===== config.mk =====
export PLATFORM = sky130hd
export DESIGN_NAME = if_id_queue
export DESIGN_NICKNAME = d
export VERILOG_FILES = /design/src/rtl/if_id_queue.sv
export SDC_FILE = /design/constraint.sdc
export NUM_CORES = 1
export LEC_CHECK = 0
export ABC_AREA = 1
export CAP_MARGIN = 40
export CELL_PAD_IN_SITES_DETAIL_PLACEMENT = 1
export CELL_PAD_IN_SITES_GLOBAL_PLACEMENT = 1
export CORE_MARGIN = 2
export CORE_UTILIZATION = 40
export DETAILED_ROUTE_END_ITERATION = 8
export PLACE_DENSITY = 0.72
export SETUP_SLACK_MARGIN = 0.2
export SLEW_MARGIN = 20
export SYNTH_ARGS = -nofsm -noshare
export SYNTH_HDL_FRONTEND = slang
export SYNTH_SLANG_ARGS = --single-unit

===== constraint.sdc =====
create_clock -name clk_in -period 4.96 [get_ports clk_in]
set_input_delay 1.488 -clock clk_in [delete_from_list [all_inputs] [get_ports clk_in]]
set_output_delay 1.488 -clock clk_in [all_outputs]
set_load 0.03 [all_outputs]

===== src/rtl/if_id_queue.sv =====
// if_id_queue: DEPTH-entry circular instruction buffer between IF and ID.
// Flushes on redirect and presents a zero bubble to ID when empty.
`default_nettype none

module if_id_queue #(
  parameter int ADDR_WIDTH = 32,
  parameter int INST_WIDTH = 32,
  parameter int DEPTH      = 4
) (
  input  logic                         clk_in,
  input  logic                         rst_in,
  input  logic                         flush_in,
  input  logic                         stall_in,
  input  logic                         if_valid_in,
  input  logic [ADDR_WIDTH-1:0]        pc_in,
  input  logic [INST_WIDTH-1:0]        inst_in,
  output logic                         if_ready_out,
  output logic                         id_valid_out,
  output logic [ADDR_WIDTH-1:0]        pc_out,
  output logic [INST_WIDTH-1:0]        inst_out,
  output logic [$clog2(DEPTH+1)-1:0]   count_out
);

  localparam int PW = $clog2(DEPTH);
  localparam int CW = $clog2(DEPTH+1);
  localparam logic [CW-1:0] FULL = CW'(DEPTH);

  logic [ADDR_WIDTH-1:0] pc_mem_q   [DEPTH];
  logic [INST_WIDTH-1:0] inst_mem_q [DEPTH];

  logic [PW-1:0] rd_ptr_q, rd_ptr_d;
  logic [PW-1:0] wr_ptr_q, wr_ptr_d;
  logic [CW-1:0] count_q,  count_d;

  logic push;
  logic pop;

  assign if_ready_out = (count_q != FULL);
  assign id_valid_out = (count_q != '0);
  assign push = if_valid_in & if_ready_out & ~flush_in;
  assign pop  = id_valid_out & ~stall_in & ~flush_in;

  // Empty queue drives a nop bubble rather than stale entry contents.
  assign pc_out    = id_valid_out ? pc_mem_q[rd_ptr_q]   : '0;
  assign inst_out  = id_valid_out ? inst_mem_q[rd_ptr_q] : '0;
  assign count_out = count_q;

  always_comb begin
    rd_ptr_d = rd_ptr_q;
    wr_ptr_d = wr_ptr_q;
    count_d  = count_q;
    if (flush_in) begin
      rd_ptr_d = '0;
      wr_ptr_d = '0;
      count_d  = '0;
    end else begin
      if (push) wr_ptr_d = wr_ptr_q + PW'(1);
      if (pop)  rd_ptr_d = rd_ptr_q + PW'(1);
      case ({push, pop})
        2'b10:   count_d = count_q + CW'(1);
        2'b01:   count_d = count_q - CW'(1);
        default: count_d = count_q;
      endcase
    end
  end

  always_ff @(posedge clk_in) begin
    if (rst_in) begin
      rd_ptr_q <= '0;
      wr_ptr_q <= '0;
      count_q  <= '0;
    end else begin
      rd_ptr_q <= rd_ptr_d;
      wr_ptr_q <= wr_ptr_d;
      count_q  <= count_d;
    end
  end

  // Entry storage is not reset; occupancy alone decides what is visible.
  always_ff @(posedge clk_in) begin
    if (push) begin
      pc_mem_q[wr_ptr_q]   <= pc_in;
      inst_mem_q[wr_ptr_q] <= inst_in;
    end
  end

endmodule

`default_nettype wire


# == After elaboration in Yosys (flattened, before gate mapping) ==
# Memories as Yosys holds them, arrays and structs flattened. A register that Yosys moved wholly into a read port is not among the register bits.
# Index checks and enable logic that the tools add are counted.
# W data, S select, Z words.
# word_totals
register_bits,7
ram_bits,256
n_memories,2
# classes
mux,9
n_reduce_logical,3
add_sub_neg,4
n_eq_ne,3
bitwise_logic,6
# mem_list
name,depth,width,rd,rd_clocked_by_memory_dff,write_ports,line,rtl
inst_mem_q,4,32,1,1,1,29,logic [INST_WIDTH-1:0] inst_mem_q [DEPTH];
pc_mem_q,4,32,1,1,1,28,logic [ADDR_WIDTH-1:0] pc_mem_q [DEPTH];
# ops
op,n
$mux W32,2
$mux W2,4
$pmux W3 S2,1
$add A2 B1 Y2 const B,2
$and A1 B1 Y1,4
$add A3 B1 Y3 const B,1
$ne A3 B3 Y1 const B,1
$reduce_bool A3 Y1,1
$sub A3 B1 Y3 const B,1
$eq A2 B1 Y1 const B,1
$eq A2 B2 Y1 const B,1
$mux W1,2
$not A1 Y1,2
$reduce_bool A2 Y1,1
$reduce_or A2 Y1,1

# == Longest topological paths before layout ==
# depth
word_depth,5
mapped_depth,13
ltp_nobuf,13

# == Least setup slack after synthesis ==
# Ideal clock, no wire load.
# synth_timing
kind,input to register
start,input if_valid_in
end,"memory inst_mem_q[0][0], enable pin"
setup_slack_ps,-51
setup_time_ps,487
arrival_ps,4525
required_time_ps,4473
cell_stages,4
cell_sequence,inv_1 nor2_1 nand2_1 nor2_1
# synth_between
elab_chain_cells,4
# synth_rtl
item,line,rtl
from (decl),14,"input logic if_valid_in,"
$and A1 B1 Y1 (2 in a row),40,assign push = if_valid_in & if_ready_out & ~flush_in;
$mux W1,81,if (push) begin
$mux W1 (not written as such),83,inst_mem_q[wr_ptr_q] <= inst_in;
to (decl),29,
# Every way passes these cells.

==> qor.txt <==
run status = finished clean
Warnings, synthesis = 0
top sig layer = met4
endpoints failing setup = 0
CP Class = reg -> out
Synth area leader = edfxtp_1
Synth top area share = 73.83%
peak supply drop = 282.3 uV
slowest library cell on the worst path = clkdlybuf4s50_1
Worst-Margin Slew = 0.7323 ns
Initial DRC Count = 411
antenna violations before repair = 2
CTS tree = built
Cells after Synth = 827
crit path cell chain = buf_4, nor2_1, nor2_1, o21ai_1, a21oi_1, clkdlybuf4s50_1
pre-CTS setup slack = 0.9817 ns
Detail Placement HPWL = 15240 microns
core footprint = 25840 sq um
RSZ-0062 raised after global routing = false
main area contributors after synthesis = edfxtp_1 (74%), nor2_1 (9.7%), o21ai_0 (5.7%)
clock buffer depth = 3
DRC = 0
WL/cell = 19.30 microns
Root Driver = clkbuf_16
syn_nets = 902
DIE WIDTH = 165.3 microns
FP Rows = 59
Final Hold Viols = 0
Worst setup SP type = register
PortBufs = 137
Yosys cell types = 17
period utilization = 90.17%
Cell Area, Synth = 10410 sq um
WP data arrival = 2.98 ns
Synth Area per Inst = 12.59 sq um
GRT Util Overall = 18.49%
Fmax = 0.2236 GHz
met2 wire len = 12700 microns
Routed WL = 25510 microns
NumNets Final = 1039
CP Capture Type = primary output
gr ovfl total = 0
critical path peak fanout = 66
worst min path class = reg -> reg
library cell with the highest instance count after synthesis = nor2_1
number of synthesized flops with an enable pin = 256
Final ANT Viol Nets = 0
initial core utilization = 40.30%
Post-synth top cells = nor2_1 (269), edfxtp_1 (256), o21ai_0 (119), a21oi_1 (69)
DRT Pass-1 Iters = 4
most used cell, CP = nor2_1
vias per cell = 5.091
Clock Pin Slew Worst Setup and Hold Paths = 0.06 ns
layout cells sized above 1 = 6.396%
Sink Count = 265
setup bufs post-CTS = 0
shortest period the worst path allows = 4.473 ns
setup TNS = 0 ns
H-tree levels = 1
routed vias = 6730
Layout Skew = 0.01470 ns
Async SR Flop Fraction = 0%
final worst-path setup slack = 0.4874 ns
Seq/Total Area, Yosys = 75.56%
largest net degree at the start of global routing = 67
Die Y = 165.3 microns
Synth Register Bits = 265
max-cap viol count = 0
Cell Pwr Density = 366.1 nW/um^2
worst endpoint required time = 3.47 ns
WL met1 = 10900 microns
P_leak = 4.372 nW
Syn-to-layout area delta = 25.03%
I/O pin count = 138
Slew Limit Fails = 0
first-pass GRT wire length = 38760 microns
die area = 27340 sq um
most used flip-flop cell after synthesis = edfxtp_1
clock latency on the worst-skew pair = 0.53 ns
met3 WL = 1210 microns
Pwr Total = 4.766 mW
Num CTS Buffers = 28
GPL Wtd Cong = 0.7320
Hold Buf Count CTS = 0
slowest stage delay, CP = 0.73 ns
vias in the first global route = 6967
relative slew slack = 51.18%
final timing paths:
kind	startpoint	end	slack, ns	cells after the start
setup / recovery	register	pc_out[13]	0.49	6
hold / removal	rd_ptr_q[1]$_SDFFE_PP0P_	register	0.49	2
setup reg to reg	count_out[1]$_SDFFE_PP0P_	count_out[2]$_SDFFE_PP0P_	2.77	12
hold reg to reg	rd_ptr_q[1]$_SDFFE_PP0P_	register	0.49	2
per-layer routing:
metal / vias to the layer above / GRT usage [%]
met5: - / 0
met4: 0 / 6.230
met3: 42 / 2.423
met2: 177 / 32.01
met1: 3324 / 24.17
li1: 3187 / -
power by group:
group / total (mW) / internal (mW) / switching [mW]
combinational: 0.302 / 0.121 / 0.181
sequential: 2.50 / 2.49 / 0.00852
clock: 1.97 / 1.16 / 0.805
total: 4.77 / 3.77 / 0.994
state kept, by name (all words and copies together), names as in the netlist, named ones only:
register and cells:
rd_ptr_q 2, inst_mem_q 128, count_out 3, wr_ptr_q 2, pc_mem_q 128
final cells by class:
class,count,area (sq um)
clock buffer,35,748.2
clock inverter,16,120.1
sequential,265,7873
multi-input combinational,495,2202
inverter,20,77.57
fill,2667,12820
timing repair buffer,154,1574
antenna,2,5.005
tap,335,419.2
cells in the final DEF, fill, tap and decap left out, types with 2 or more instances in the layout:
cell	synthesis	final
clkinv_1	0	8
o21ai_1	10	10
bufinv_16	0	2
nor2_4	0	4
clkinv_2	0	6
buf_12	0	6
inv_1	17	17
nand2_1	17	17
a21oi_1	69	69
buf_4	4	11
clkbuf_1	14	6
nand3_1	5	5
o21ai_0	119	119
ha_1	5	5
dfxtp_1	9	7
edfxtp_1	256	256
nor2_1	269	265
clkbuf_16	0	29
diode_2	0	2
clkdlybuf4s50_1	0	137
inv_2	3	2
repair_timing:
action                                  CTS  global route
hold endpoints to repair                  0             0
resized for setup                         0             1
endpoints found under the setup margin    0             2
kinds of logic (layout without fill, tap and decap cells):
group,after synthesis,count (layout),synth area share (%)
fa+ha+maj,6,6,0.7931
flops,265,265,75.56
compound gates,198,198,9.517
buf+inv,67,225,3.581
other cells,0,2,0
simple gates,291,291,10.55
stage by stage:
step           std cells  util, %  area [sq um]  hold slack [ns]
3_3_place_gp        1266    46.77         12080           0.4847
2_1_floorplan        827        -         10410           0.4643
6_report            1322    50.39         13020           0.4928
5_1_grt             1322    50.39         13020           0.5332
3_5_place_dp        1268    46.92         12120           0.4881
4_1_cts             1319    50.29         12990           0.4974
critical path, delay by kind of cell, from the launching register on:
kind | cells | cell delay, ns
buffers and inverters | 2 | 1.33
DFF | 1 | 0.44
and+or+nand+nor | 2 | 0.28
AOI/OAI and AO/OA | 2 | 0.35
Power figures use the tool's default switching activity.
